## src/rtl/vga_sync_monitor.sv

```systemverilog
// VGA sync sink: recovers beam position, checks line/frame timing, locks, and reports grid cell.
// Optional macro VGA_MON_PULSE_CHECK_EN adds hsync/vsync high-width checking.
`timescale 1ns/1ps
module vga_sync_monitor #(
  parameter int H_TOTAL     = 800,
  parameter int V_TOTAL     = 525,
  parameter int H_SYNC      = 96,
  parameter int V_SYNC      = 2,
  parameter int GRID_X0     = 225,
  parameter int GRID_Y0     = 36,
  parameter int CELL        = 30,
  parameter int GRID_N      = 16,
  parameter int LOCK_FRAMES = 2
) (
  input  logic       clk,
  input  logic       rst,
  input  logic       pix_en,
  input  logic       hsync_in,
  input  logic       vsync_in,
  input  logic       bright_in,
  output logic [9:0] x,
  output logic [9:0] y,
  output logic       locked,
  output logic       frame_start,
  output logic       line_err,
  output logic       frame_err,
  output logic       cell_valid,
  output logic [4:0] cell_row,
  output logic [4:0] cell_col
);
  localparam int CW = (CELL > 1) ? $clog2(CELL) : 1;

  typedef enum logic [1:0] {SEARCH, TRACK, LOCKED} state_t;
  state_t state_reg, state_next;
  logic [3:0] good_reg, good_next;

  logic hs_d, vs_d, h_seen_reg, le_seen_reg, vbad_reg;
  logic hs_rise, vs_rise, line_step, line_err_now, frame_ok, frame_err_now;
  logic hw_err, vw_err;
  logic [9:0] x_reg, x_next, y_reg, y_next;
  logic [CW-1:0] cx_reg, cx_next, cy_reg, cy_next;
  logic [4:0] col_reg, col_next, row_reg, row_next;
  logic col_act_reg, col_act_next, row_act_reg, row_act_next;
  logic locked_reg, frame_start_reg, line_err_reg, frame_err_reg;
  logic cell_valid_reg, cell_valid_next;
  logic [4:0] cell_row_reg, cell_col_reg;

  assign hs_rise   = pix_en & hsync_in & ~hs_d;
  assign vs_rise   = pix_en & vsync_in & ~vs_d;
  assign line_step = hs_rise | vs_rise;

`ifdef VGA_MON_PULSE_CHECK_EN
  // Width counters: samples with hsync high, and lines started while vsync is high.
  logic [9:0] hw_reg, vw_reg;
  logic hs_fall, vs_fall;
  assign hs_fall = pix_en & ~hsync_in & hs_d;
  assign vs_fall = pix_en & ~vsync_in & vs_d;
  assign hw_err  = hs_fall & (hw_reg != 10'(H_SYNC));
  assign vw_err  = vs_fall & (vw_reg != 10'(V_SYNC));

  always_ff @(posedge clk or posedge rst) begin
    if (rst) begin
      hw_reg <= '0;
      vw_reg <= '0;
    end else if (pix_en) begin
      if (hs_rise)
        hw_reg <= 10'd1;
      else if (hsync_in && hw_reg != '1)
        hw_reg <= hw_reg + 10'd1;
      if (vs_rise)
        vw_reg <= 10'd1;
      else if (vsync_in && hs_rise && vw_reg != '1)
        vw_reg <= vw_reg + 10'd1;
    end
  end
`else
  assign hw_err = 1'b0;
  assign vw_err = 1'b0;
`endif

  assign line_err_now = (hs_rise & h_seen_reg & (x_reg != 10'(H_TOTAL - 1))) | hw_err;
  // The line ending at a vsync rise still belongs to the frame being judged.
  assign frame_ok = (y_reg == 10'(V_TOTAL - 1)) & ~le_seen_reg & ~line_err_now & ~vbad_reg;

  always_comb begin
    x_next = x_reg;
    if (hs_rise)
      x_next = '0;
    else if (x_reg == 10'(H_TOTAL - 1))
      x_next = '0;
    else
      x_next = x_reg + 10'd1;

    y_next = y_reg;
    if (vs_rise)
      y_next = '0;
    else if (hs_rise)
      y_next = (y_reg == 10'(V_TOTAL - 1)) ? 10'd0 : y_reg + 10'd1;
  end

  // Running cell counters follow the next beam position so indices line up with x/y.
  always_comb begin
    cx_next      = cx_reg;
    col_next     = col_reg;
    col_act_next = col_act_reg;
    if (x_next == 10'(GRID_X0)) begin
      cx_next      = '0;
      col_next     = '0;
      col_act_next = 1'b1;
    end else if (x_next == 10'd0) begin
      col_act_next = 1'b0;
    end else if (col_act_reg) begin
      if (cx_reg == CW'(CELL - 1)) begin
        cx_next  = '0;
        col_next = col_reg + 5'd1;
        if (col_reg == 5'(GRID_N - 1))
          col_act_next = 1'b0;
      end else begin
        cx_next = cx_reg + CW'(1);
      end
    end

    cy_next      = cy_reg;
    row_next     = row_reg;
    row_act_next = row_act_reg;
    if (line_step) begin
      if (y_next == 10'(GRID_Y0)) begin
        cy_next      = '0;
        row_next     = '0;
        row_act_next = 1'b1;
      end else if (y_next == 10'd0) begin
        row_act_next = 1'b0;
      end else if (row_act_reg) begin
        if (cy_reg == CW'(CELL - 1)) begin
          cy_next  = '0;
          row_next = row_reg + 5'd1;
          if (row_reg == 5'(GRID_N - 1))
            row_act_next = 1'b0;
        end else begin
          cy_next = cy_reg + CW'(1);
        end
      end
    end

    cell_valid_next = (state_next == LOCKED) & bright_in & col_act_next & row_act_next;
  end

  always_comb begin
    state_next    = state_reg;
    good_next     = good_reg;
    frame_err_now = 1'b0;
    if (vs_rise) begin
      case (state_reg)
        SEARCH: begin
          state_next = TRACK;
          good_next  = '0;
        end
        TRACK: begin
          if (frame_ok) begin
            good_next = good_reg + 4'd1;
            if (good_reg + 4'd1 >= 4'(LOCK_FRAMES))
              state_next = LOCKED;
          end else begin
            frame_err_now = 1'b1;
            good_next     = '0;
          end
        end
        LOCKED: begin
          if (!frame_ok) begin
            frame_err_now = 1'b1;
            state_next    = TRACK;
            good_next     = '0;
          end
        end
        default: begin
          state_next = SEARCH;
          good_next  = '0;
        end
      endcase
    end
  end

  always_ff @(posedge clk or posedge rst) begin
    if (rst) begin
      state_reg <= SEARCH;
      good_reg  <= '0;
    end else begin
      state_reg <= state_next;
      good_reg  <= good_next;
    end
  end

  always_ff @(posedge clk or posedge rst) begin
    if (rst) begin
      hs_d            <= 1'b0;
      vs_d            <= 1'b0;
      h_seen_reg      <= 1'b0;
      le_seen_reg     <= 1'b0;
      vbad_reg        <= 1'b0;
      x_reg           <= '0;
      y_reg           <= '0;
      cx_reg          <= '0;
      cy_reg          <= '0;
      col_reg         <= '0;
      row_reg         <= '0;
      col_act_reg     <= 1'b0;
      row_act_reg     <= 1'b0;
      locked_reg      <= 1'b0;
      frame_start_reg <= 1'b0;
      line_err_reg    <= 1'b0;
      frame_err_reg   <= 1'b0;
      cell_valid_reg  <= 1'b0;
      cell_row_reg    <= '0;
      cell_col_reg    <= '0;
    end else begin
      frame_start_reg <= 1'b0;
      line_err_reg    <= 1'b0;
      frame_err_reg   <= 1'b0;
      if (pix_en) begin
        hs_d            <= hsync_in;
        vs_d            <= vsync_in;
        if (hs_rise)
          h_seen_reg <= 1'b1;
        le_seen_reg     <= vs_rise ? 1'b0 : (le_seen_reg | line_err_now);
        vbad_reg        <= vs_rise ? 1'b0 : (vbad_reg | vw_err);
        x_reg           <= x_next;
        y_reg           <= y_next;
        cx_reg          <= cx_next;
        cy_reg          <= cy_next;
        col_reg         <= col_next;
        row_reg         <= row_next;
        col_act_reg     <= col_act_next;
        row_act_reg     <= row_act_next;
        locked_reg      <= (state_next == LOCKED);
        frame_start_reg <= vs_rise;
        line_err_reg    <= line_err_now;
        frame_err_reg   <= frame_err_now;
        cell_valid_reg  <= cell_valid_next;
        cell_row_reg    <= cell_valid_next ? row_next : 5'd0;
        cell_col_reg    <= cell_valid_next ? col_next : 5'd0;
      end
    end
  end

  assign x           = x_reg;
  assign y           = y_reg;
  assign locked      = locked_reg;
  assign frame_start = frame_start_reg;
  assign line_err    = line_err_reg;
  assign frame_err   = frame_err_reg;
  assign cell_valid  = cell_valid_reg;
  assign cell_row    = cell_row_reg;
  assign cell_col    = cell_col_reg;
endmodule

```

## config.mk

```make
export PLATFORM = sky130hd
export DESIGN_NAME = vga_sync_monitor
export DESIGN_NICKNAME = d
export VERILOG_FILES = /design/src/rtl/vga_sync_monitor.sv
export SDC_FILE = /design/constraint.sdc
export NUM_CORES = 1
export LEC_CHECK = 0
export ABC_AREA = 1
export CORE_MARGIN = 2
export CORE_UTILIZATION = 40
export DETAILED_ROUTE_END_ITERATION = 6
export HOLD_SLACK_MARGIN = 0.1
export MAX_ROUTING_LAYER = met4
export PLACE_DENSITY_LB_ADDON = 0.3
export SLEW_MARGIN = 15
export SYNTH_ARGS = -nofsm -noshare
export SYNTH_HDL_FRONTEND = slang
export SYNTH_SLANG_ARGS = --single-unit
```

## constraint.sdc

```tcl
create_clock -name clk -period 5.4 [get_ports clk]
set_input_delay 0.81 -clock clk [delete_from_list [all_inputs] [get_ports clk]]
set_output_delay 0.81 -clock clk [all_outputs]
set_load 0.005 [all_outputs]
```

== Word level (Yosys, flattened, before mapping) ==
Cells that the tools add are included.
Operators by class
  reduce and logical (&&, ||, !) cells: 10
  $mul: 0
  bitwise operators: 17
  shifts and indexed selects: 0
  eq/ne operators: 15
  divide/modulo/power cells: 0
  muxes and demuxes: 50
  order comparisons: 1
  add/sub/neg operators: 7
Operators by type and width (count)
  $mux W5: 19
  $mux W10: 5
  $add A10 B1 Y10 const B: 2
  $add A5 B1 Y5 const B: 4
  $eq A10 B10 Y1 const B: 2
  $logic_not A10 Y1: 2
  $mux W1: 18
  $and A1 B1 Y1: 11
  $eq A10 B6 Y1 const B: 1
  $eq A10 B8 Y1 const B: 1
  $eq A5 B4 Y1 const B: 2
  $eq A5 B5 Y1 const B: 2
  $ne A10 B10 Y1 const B: 1
  $mux W2: 4
  $mux W4: 2
  $pmux W4 S2: 1
  $ne A2 B2 Y1 const B: 3
  $pmux W2 S3: 1
  $add A4 B1 Y4 const B: 1
  $eq A2 B2 Y1 const B: 2
  $ge A4 B2 Y1 const B: 1
  $not A1 Y1: 4
  $reduce_and A2 Y1: 2
  $reduce_and A4 Y1: 1
  other kinds (6): 8
Word-level totals
  bits in registers: 67
  output and inout bits: 35
  bits of input ports: 6
  logic and storage cells: 121
  memories kept: 0
  bits in latches: 0
  RAM bits: 0
  memory bits (read-only): 0

== Logic depth before layout (Yosys ltp) ==
  word-level depth: 14
  gate-level depth with buffers: 19
  mapped depth without buffers: 18

== Worst setup path before layout ==
OpenSTA, ideal clock, no wires.
  path kind: input -> register
  start point: input hsync_in
  end point: register cy_reg[0]
  stages on the path: 14
  arrival time: 2.227 ns
  path slack: 3.054 ns
  buffers on the path: 0
  cell sequence: nand2_1 -> nor2_4 -> nor2_8 -> inv_2 -> nand2_1 -> nand3_1 -> nand2_1 -> inv_2 -> nand3_1 -> nand2_1 -> nand2_4 -> inv_2 -> o21ai_1 -> o21a_1
Between the ends
  longest elaborated chain between the ends: 7
  elaborated cells on any way between the ends: 11
RTL lines
  from (decl): line 18  | input logic hsync_in,
  $and A1 B1 Y1 (*) (2 in series): line 48  | assign hs_rise = pix_en & hsync_in & ~hs_d;
  $mux W10: line 97  | else if (hs_rise)
  $mux W10: line 95  | if (vs_rise)
  $eq A10 B6 Y1 / $logic_not A10 Y1 (equally long branches): line 127, 131
  $ne A2 B2 Y1 (no line) / $reduce_bool A2 Y1 (equally long branches)
  $reduce_and A4 Y1 (no line)
  to (signal assigned): line 229  | cy_reg <= cy_next;
  to (decl): line 41  | logic [CW-1:0] cx_reg, cx_next, cy_reg, cy_next;
Mark *: on every way between the ends. The rest lies on a longest branch, timed or not.
A chain may end at the register's enable or synchronous reset.

== Worst setup path after layout ==
  start point: input pix_en
  end point: register cell_row_reg[3] (netlist: cell_row[3])
Between the ends
  longest elaborated chain between the ends: 14
  elaborated cells on any way between the ends: 33
RTL lines
  from (decl): line 17  | input logic pix_en,
  $and A1 B1 Y1 (2 in series): line 48
  $and A1 B1 Y1 (2 in series): line 81  | assign line_err_now = (hs_rise & h_seen_reg & (x_reg != 10'(H_TOTAL - 1))) | hw_err;
  $not A1 Y1: line 83  | assign frame_ok = (y_reg == 10'(V_TOTAL - 1)) & ~le_seen_reg & ~line_err_now & ~vbad_reg;
  $and A1 B1 Y1: line 83
  $mux W2, on equally long branches: line 169, 159
  $pmux W2 S3: line 153  | case (state_reg)
  $mux W2: line 152  | if (vs_rise) begin
  $eq A2 B2 Y1: line 145  | cell_valid_next = (state_next == LOCKED) & bright_in & col_act_next & row_act_next;
  $and A1 B1 Y1 (3 in series): line 145
  $mux W5: line 239  | cell_row_reg <= cell_valid_next ? row_next : 5'd0;
  to (signal assigned): line 239
  to (decl): line 46  | logic [4:0] cell_row_reg, cell_col_reg;
Several ways; a longest one is shown, not always the timed one.

==> summary.txt <==
Floorplan
  – Total Die Area: 0.0114 sq mm
  – Number of top-level pins: 41
  – Height of the chip: 107 um
  – Die Span X: 107 um
  – Starting density of the core: 41.0%
  – Number of placement rows: 37
  – Core region area: 0.0103 sq mm

CTS
  – Gates resized, CTS repair: 0
  – Number of clock sinks: 67
  – TritonCTS clock tree: done
  – Number of buffers inserted during clock tree synthesis: 9
  – Root buffer cell: sky130_fd_sc_hd__clkbuf_8
  – Clock latency at the later pin of the worst-skew pair: 0.35 ns
  – Maximum buffer depth of the clock tree: 2
  – CTS clock-pin slew for the worst setup and hold paths: 0.07 ns
  – Cts hold-fix bufs: 0
  – Number of H-tree branching levels: 3
  – Number of post-CTS setup repair buffers: 0

Timing
  – Post-layout minimum cycle time: 3.66 ns
  – Clock Skew: 0.00785 ns
  – Setup repair after global routing missed its margin: no
  – Fraction of the cycle the final worst path needs: 67.8%
  – Headroom to the max-slew limit: 38.6%
  – Max-slew violation count: 0
  – Final hold vios: 0
  – Maximum clock frequency: 273 MHz
  – Setup-failing EPs final: 0
  – Transition at the pin with the smallest max-transition slack: 0.916 ns
  – Post-route setup slack: 1.74 ns
  – Post-route setup TNS: 0 ns

Synth
  – Mux cell area share after synthesis: 0%
  – Portion of synthesized cell area occupied by the leading cell type: 39.8%
  – Flip-flop and latch count after synthesis: 67
  – Async set or reset register ratio after synthesis: 100%
  – XOR/XNOR Fraction of Synth Area: 2.49%
  – Number of synthesized flops with an enable pin: 0
  – Mean post-synth cell area: 7.23 sq um
  – Sequential-to-total area share from yosys stat: 39.8%
  – Post-Synthesis Cell Area: 0.00421 sq mm
  – Netlist cell types: 37
  – Share of the synthesized area in compound gates (AO/OA/AOI/OAI): 8.11%
  – Largest cells by area after synthesis: sky130_fd_sc_hd__dfrtp_1, sky130_fd_sc_hd__nand2_1, sky130_fd_sc_hd__inv_1
  – Net Count, Synth: 606
  – Most used flip-flop cell after synthesis: sky130_fd_sc_hd__dfrtp_1
  – Post-Synth Simple-Gate Area: 35.8%
  – Count of mapped cells out of synthesis: 583
  – Synth Area in Adders: 5.05%
  – Ys Warns: 0
  – Main combinational cell family by area after synthesis: simple AND/OR/NAND/NOR gates
  – Library cell with the largest summed area after synthesis: sky130_fd_sc_hd__dfrtp_1

Final layout
  – Count of nets after finishing: 649
  – Area overhead of the layout relative to synthesis: 16.1%
  – Utilization of the core after routing: 47.6%
  – Non-Filler Instances: 766
  – Most frequent standard cell in the layout excluding fill and tap cells: sky130_fd_sc_hd__nand2_1
  – Number of inserted diodes: 0
  – Fraction of final layout cells with drive strength greater than 1: 6.98%
  – Commonest non-fill, non-tap cells in the layout: sky130_fd_sc_hd__nand2_1, sky130_fd_sc_hd__inv_1, sky130_fd_sc_hd__dfrtp_1

Setup path
  – Element type at the critical path end: flip-flop
  – Arrival @ worst endpoint: 3.95 ns
  – Worst R2R Start: y[0]$_DFFE_PP0P_
  – Reg2Reg Depth: 16
  – Category of the most critical setup path: in2reg
  – Worst flop-to-flop path endpoint: cell_row[3]$_DFFE_PP0P_
  – Worst Setup EP: cell_row[3]$_DFFE_PP0P_
  – Largest fanout on the critical path: 21
  – Reg-to-reg setup timing slack: 2.71 ns
  – Crit path required time: 5.68 ns
  – Worst setup path startpoint: pix_en
  – Critical path launch point type: input pin

Global routing
  – Maximum number of pins on one net before global-route repair: 68
  – Number of antenna violations at the first check in global routing: 0
  – First-pass GRT wire length: 16100 um
  – Vias in the first global route: 3494
  – Residual overflow from global routing: 0
  – Total routing usage reported by global routing: 18.1%

Routing
  – 1st-iter DRT viols: 225
  – DRC violations left: 0
  – Number of detailed-route iterations in the first pass: 5
  – Routed vias: 3791
  – Final routed wire length divided by cell count: 12.1 um
  – Antenna violation net count after detailed routing: 0
  – Via density: 4.95
  – Wire length after detailed routing: 9300 um

Power and ir drop
  – Leak: 2.53 nW
  – Peak supply drop: 0.109 mV
  – P per Cell Area: 300 mW/mm^2

Hold path
  – Min-Delay Path Class: reg2reg
  – Number of instances on the worst hold path: 2

Placement
  – RePlAce Congestion: 0.918
  – Worst setup slack after placement: 1.36 ns
  – IO Port Bufs: 40
  – Placed wire-length estimate: 6810 um
  – Placed cell count: 751

Status
  – Run status: completed

Flow run
  – Number of max-cap violations: 0
-- cells by family (layout without fill, tap and decap cells) --
logic type,after synthesis,in the layout
fa+ha+maj,17,17
compound gates,60,60
buf+inv,92,139
flops,67,67
xor+xnor,12,12
simple gates,335,335
-- per-stage QoR --
stage	total power, W	instance area (sq um)	hold WS (ns)
6_report	0.00147	4890	0.457
5_1_grt	0.00159	4890	0.490
4_1_cts	0.00149	4890	0.454
3_5_place_dp	0.00112	4730	0.438
3_3_place_gp	0.00111	4730	0.435
2_1_floorplan	0.000976	4210	0.422
-- worst min-delay path by stage --
stage                                 from                      to
floorplan           h_seen_reg$_DFFE_PP0P_  h_seen_reg$_DFFE_PP0P_
global placement    h_seen_reg$_DFFE_PP0P_  h_seen_reg$_DFFE_PP0P_
detailed placement  h_seen_reg$_DFFE_PP0P_  h_seen_reg$_DFFE_PP0P_
CTS                 h_seen_reg$_DFFE_PP0P_  h_seen_reg$_DFFE_PP0P_
global route        h_seen_reg$_DFFE_PP0P_  h_seen_reg$_DFFE_PP0P_
finish              h_seen_reg$_DFFE_PP0P_  h_seen_reg$_DFFE_PP0P_
-- cell usage after synthesis, types with 3 or more instances --
cell type / n
sky130_fd_sc_hd__inv_1: 75
sky130_fd_sc_hd__inv_2: 6
sky130_fd_sc_hd__ha_1: 17
sky130_fd_sc_hd__a21oi_1: 5
sky130_fd_sc_hd__nand2_1: 194
sky130_fd_sc_hd__nor2_1: 48
sky130_fd_sc_hd__buf_6: 3
sky130_fd_sc_hd__dfrtp_1: 67
sky130_fd_sc_hd__nand3_2: 5
sky130_fd_sc_hd__o21ai_0: 38
sky130_fd_sc_hd__nor2_2: 6
sky130_fd_sc_hd__nand4_1: 15
sky130_fd_sc_hd__nand2_2: 4
sky130_fd_sc_hd__xor2_1: 12
sky130_fd_sc_hd__nand3_1: 53
sky130_fd_sc_hd__o22ai_1: 5
sky130_fd_sc_hd__clkbuf_1: 4
-- critical path, stage by stage --
cell and delay (ns):
sky130_fd_sc_hd__clkdlybuf4s50_1 1.07, sky130_fd_sc_hd__nand2_1 0.23, sky130_fd_sc_hd__nor2_4 0.32, sky130_fd_sc_hd__nand2_1 0.12, sky130_fd_sc_hd__nand2_1 0.08, sky130_fd_sc_hd__nand2_1 0.07
sky130_fd_sc_hd__inv_1 0.07, sky130_fd_sc_hd__nand3_1 0.08, sky130_fd_sc_hd__nor2_1 0.15, sky130_fd_sc_hd__nand2_1 0.06, sky130_fd_sc_hd__nor2_1 0.09, sky130_fd_sc_hd__nor2_1 0.08
sky130_fd_sc_hd__nand2_1 0.08, sky130_fd_sc_hd__nand2_2 0.06, sky130_fd_sc_hd__nor2_2 0.36, sky130_fd_sc_hd__nand3_1 0.12, sky130_fd_sc_hd__nand2_1 0.09
-- routing by layer --
metal	track usage, %	part of all wire [%]
met5	-	0
met4	7.05	1.8
met3	4.19	5.3
met2	27.5	46
met1	23.6	47
-- power breakdown --
part           internal, W  total (W)  switching, W
Clock             0.000175   0.000361      0.000186
Sequential        0.000569   0.000657     0.0000878
Combinational     0.000187   0.000452      0.000265
Total             0.000931    0.00147      0.000539
-- layout make-up --
type                    count  area, sq um
flip-flops and latches     67         1680
fillers                  1025         5380
repair buffers             41          408
clock inverters             3         15.0
clock buffers              12          145
inverters                  83          312
well taps                 136          170
multi-input cells         424         2170
No activity file was read; power rests on OpenSTA's default activity.
==> variant 1, RTL diff (config.mk and constraints unchanged) <==
Change the parameter `CELL` from 30 to 60.
--- a/src/rtl/vga_sync_monitor.sv
+++ b/src/rtl/vga_sync_monitor.sv
@@ -8,7 +8,7 @@
   parameter int V_SYNC      = 2,
   parameter int GRID_X0     = 225,
   parameter int GRID_Y0     = 36,
-  parameter int CELL        = 30,
+  parameter int CELL        = 60,
   parameter int GRID_N      = 16,
   parameter int LOCK_FRAMES = 2
 ) (
Behaviour: same outputs for any inputs over 4 cycles, from zero or initial values and one cycle with rst high; that may be too few to reach the edited logic, so the function may still have changed.
==> variant 1 against the unedited design <==
  * Wire length fell by 1.4%
  * Clock power rose by 4%
  * Count of clock-buffer cells in the layout is the same
  * Area after synthesis up 1.2%
  * Via count is 3.0% lower
  * Critical path type unchanged
  * Design area rose by 1.4%
  * Sequential cell count up 2
  * Setup slack improved by 0.023 ns
  * Power increased by 10%
==> variant 1: results (changes against the unedited design) <==
distinct cell type count after synthesis=36 (was 37); Worst path max stage delay=1.05 ns (was 1.07 ns); most instantiated cells after synthesis=nand2_1, inv_1, dfrtp_1 (unchanged); Pleak=2.54 nW (was 2.53 nW); Tcrit/Tclk final=0.674 (was 0.678); drt total wl=9180 µm (was 9300 µm); peak supply drop=0.179 mV (was 0.109 mV); combinational power=538 µW (was 452 µW); max_slew headroom=0.408 (was 0.386); Crit Path Max Fanout=20 (was 21); met2 GRT Util=0.282 (was 0.275); Final Skew=0.00806 ns (was 0.00785 ns); flop-to-flop setup slack=2.84 ns (was 2.71 ns); TritonRoute pass-1 iters=4 (was 5); sequential-to-total area share from yosys stat=0.405 (was 0.398); worst skew pair latency=0.33 ns (was 0.35 ns); status=finished clean (unchanged); GR met1 Demand/Resource=0.240 (was 0.236); reg-to-reg endpoint=cy_reg[5] (was cell_row[3]); R2R depth=15 (was 16); top cells by area, synth=dfrtp_1, nand2_1, inv_1, nand3_1, o21ai_0 (was dfrtp_1, nand2_1, inv_1, nand3_1, ha_1); P_sw=614 µW (was 539 µW); share of cells above drive strength 1=0.106 (was 0.0698); global-route usage over all layers=0.182 (was 0.181); DR WL met3=241 µm (was 493 µm); Vias/cell=4.84 (was 4.95); Clk power=375 µW (was 361 µW); fin nets=642 (was 649)
-- variant 1: cells by family after synthesis --
| logic type | count (synthesis) | share of synthesized area |
|---|---|---|
| AND/OR/NAND/NOR | 311 | 0.338 |
| buffers and inverters | 92 | 0.0865 |
| AO/OA/AOI/OAI | 75 | 0.0985 |
| flip-flops | 69 | 0.405 |
| adder cells (fa/ha/maj) | 15 | 0.0440 |
| XOR/XNOR | 14 | 0.0287 |
-- variant 1: metrics by stage --
step / std cells / power (mW) / instance area, µm²
after detailed placement: 746 / 1.25 / 4800
after floorplan: 576 / 1.08 / 4270
final: 760 / 1.62 / 4960
after global routing: 760 / 1.76 / 4960
after CTS: 760 / 1.63 / 4960
after global placement: 746 / 1.24 / 4800
-- variant 1: area by class of cell --
type	instances	area (µm²)
fill	1034	5360
multi-input combinational	415	2170
sequential	69	1730
timing repair buffer	42	415
inverter	84	315
tap	136	170
clock buffer	12	155
clock inverter	2	10.0
==> variant 2, RTL diff (config.mk and constraints unchanged) <==
Made on the original files. Add an input register stage for `bright_in`, without a reset; this delays it by one clock. The other inputs are not delayed to match.
--- a/src/rtl/vga_sync_monitor.sv
+++ b/src/rtl/vga_sync_monitor.sv
@@ -31,6 +31,13 @@
   localparam int CW = (CELL > 1) ? $clog2(CELL) : 1;
 
   typedef enum logic [1:0] {SEARCH, TRACK, LOCKED} state_t;
+
+  logic bright_q;
+
+  always_ff @(posedge clk) begin
+    bright_q <= bright_in;
+  end
+
   state_t state_reg, state_next;
   logic [3:0] good_reg, good_next;
 
@@ -142,7 +149,7 @@
       end
     end
 
-    cell_valid_next = (state_next == LOCKED) & bright_in & col_act_next & row_act_next;
+    cell_valid_next = (state_next == LOCKED) & bright_q & col_act_next & row_act_next;
   end
 
   always_comb begin
Function: same outputs for any inputs over 10 cycles, from zero or initial values and one cycle with rst high; that may be too few to reach the edited logic, so the function may still have changed.
==> variant 2 against the unedited design <==
  * Combinational power grew 13%
  * Power grew 13%
  * Area after synthesis grew 1.5%
  * Setup slack gained 0.59 ns
  * Hold slack gained 0.0010 ns
  * Design area grew 2.6%
  * Core utilization grew 0.81 points
  * Wire length grew 3.1%
  * Largest power group unchanged
  * Highest routed layer unchanged
  * Sequential cell count grew 1
  * Critical endpoint unchanged
  * Critical path type unchanged
==> variant 2: results (changes against the unedited design) <==
Pleak=2.56 nW (was 2.53 nW); Post-Synthesis Net Count=607 (was 606); EDFF count, synth=0 (unchanged); CP delay by family, top=simple AND/OR/NAND/NOR gates (unchanged); placer congestion estimate=0.907 (was 0.918); vias in the first global route=3650 (was 3494); ys flop type=dfrtp_1 (unchanged); share of cells above drive strength 1=0.0946 (was 0.0698); Synth async-reset ratio=0.985 (was 1.00); Hold WC Path Type=flip-flop to flip-flop (unchanged); Clk Tree Root Cell=clkbuf_8 (unchanged); distinct cell type count after synthesis=41 (was 37); Post-CTS Setup Inserts=0 (unchanged); TritonRoute pass-1 iters=5 (unchanged); Reg clk slew, reported paths=0.08 ns; filler instances=1023 (was 1025); cell with the most instances after synthesis=nand2_1 (unchanged); H-Tree Depth=3 (unchanged); sequential-to-total area share from yosys stat=0.397 (was 0.398); Buffers on Ports=40 (unchanged); Final Skew=0.0124 ns (was 0.00785 ns); Crit path arrival time=3.37 ns (was 3.95 ns); Diodes inserted=0 (unchanged); Post-Place Worst Slack=1.95 ns (was 1.36 ns); area of the multi-input gates=2230 µm² (was 2170 µm²); most instantiated cells after synthesis=nand2_1, inv_1, dfrtp_1 (unchanged); Slowest-stage cell, CP=clkdlybuf4s50_1 (unchanged); status=finished clean (unchanged); global-route usage over all layers=0.190 (was 0.181); DP HPWL=7010 µm (was 6810 µm); initial detailed-routing violation count=179 (was 225); Net Sw Frac=0.376 (was 0.367); peak supply drop=0.127 mV (was 0.109 mV); first-pass GRT wire length=17100 µm (was 16100 µm); largest net degree at the start of global routing=68 (unchanged); fin nets=652 (was 649); CTS resizes=0 (unchanged); drt total wl=9590 µm (was 9300 µm); CTS Buf Count=9 (unchanged); Crit Path Max Fanout=11 (was 21); worst skew pair latency=0.36 ns; YS warnings=0 (unchanged); CTS Buffer Depth=2 (unchanged); Slew @ Worst Pin=0.901 ns (was 0.916 ns); vias=3785 (was 3791); initial antenna violation count=0 (unchanged); top cells by area, synth=dfrtp_1, nand2_1, inv_1, ha_1, nand3_1 (was dfrtp_1, nand2_1, inv_1, nand3_1, ha_1); Worst path max stage delay=0.60 ns (was 1.07 ns); setup TNS=0 ns (unchanged); placed inst area=4810 µm² (was 4730 µm²)
[variant 2: cells by family after synthesis]
logic type,share of synthesized area
simple gates,0.363
buf+inv,0.0819
flops,0.397
compound gates,0.0863
fa+ha+maj,0.0497
xor+xnor,0.0225
[variant 2: worst reg2reg max path, delay by kind of cell (launching register included)]
family | cells | cell delay (ns)
flops | 1 | 0.44
simple gates | 14 | 1.67
fa+ha+maj | 1 | 0.18
compound gates | 1 | 0.18
buf+inv | 2 | 0.21
[variant 2: stage by stage]
| step | total power, mW | instances |
|---|---|---|
| final | 1.66 | 770 |
| after global routing | 1.80 | 770 |
| after CTS | 1.68 | 770 |
| after detailed placement | 1.23 | 754 |
| after global placement | 1.21 | 754 |
| after floorplan | 1.06 | 584 |
[variant 2: layout make-up]
class	count	share of cell area
Timing Repair Buffer	42	0.0827
Inverter	80	0.0598
Tap cell	136	0.0339
Sequential cell	68	0.338
Clock buffer	10	0.0274
Multi-Input combinational cell	428	0.444
Clock inverter	6	0.0142
[variant 2: routing by layer]
layer / track usage / part of all wire / up-vias
met5: - / 0 / -
met4: 0.0678 / 0.014 / 0
met3: 0.0357 / 0.044 / 14
met2: 0.290 / 0.45 / 74
met1: 0.254 / 0.49 / 1740
li1: - / - / 1957
[variant 2: final timing paths]
| path | startpoint | end | slack (ns) | depth (start not counted) |
|---|---|---|---|---|
| setup / recovery | pix_en | cell_row[3] | 2.33 | 15 |
| hold / removal | h_seen_reg | h_seen_reg | 0.46 | 2 |
| setup reg to reg | y[0] | cell_row[3] | 2.67 | 18 |
| hold reg to reg | h_seen_reg | h_seen_reg | 0.46 | 2 |
| max in group asynchronous | rst | cy_reg[1] | 3.82 | 3 |
| min in group asynchronous | rst | good_reg[1] | 1.03 | 3 |
[variant 2: power groups by stage]
| stage | clock [mW] | combinational, mW | sequential [mW] |
|---|---|---|---|
| after floorplan | 0 | 0.375 | 0.689 |
| after global placement | 0 | 0.499 | 0.713 |
| after detailed placement | 0 | 0.509 | 0.716 |
| after CTS | 0.460 | 0.513 | 0.706 |
| after global routing | 0.482 | 0.595 | 0.723 |
| final | 0.445 | 0.510 | 0.707 |
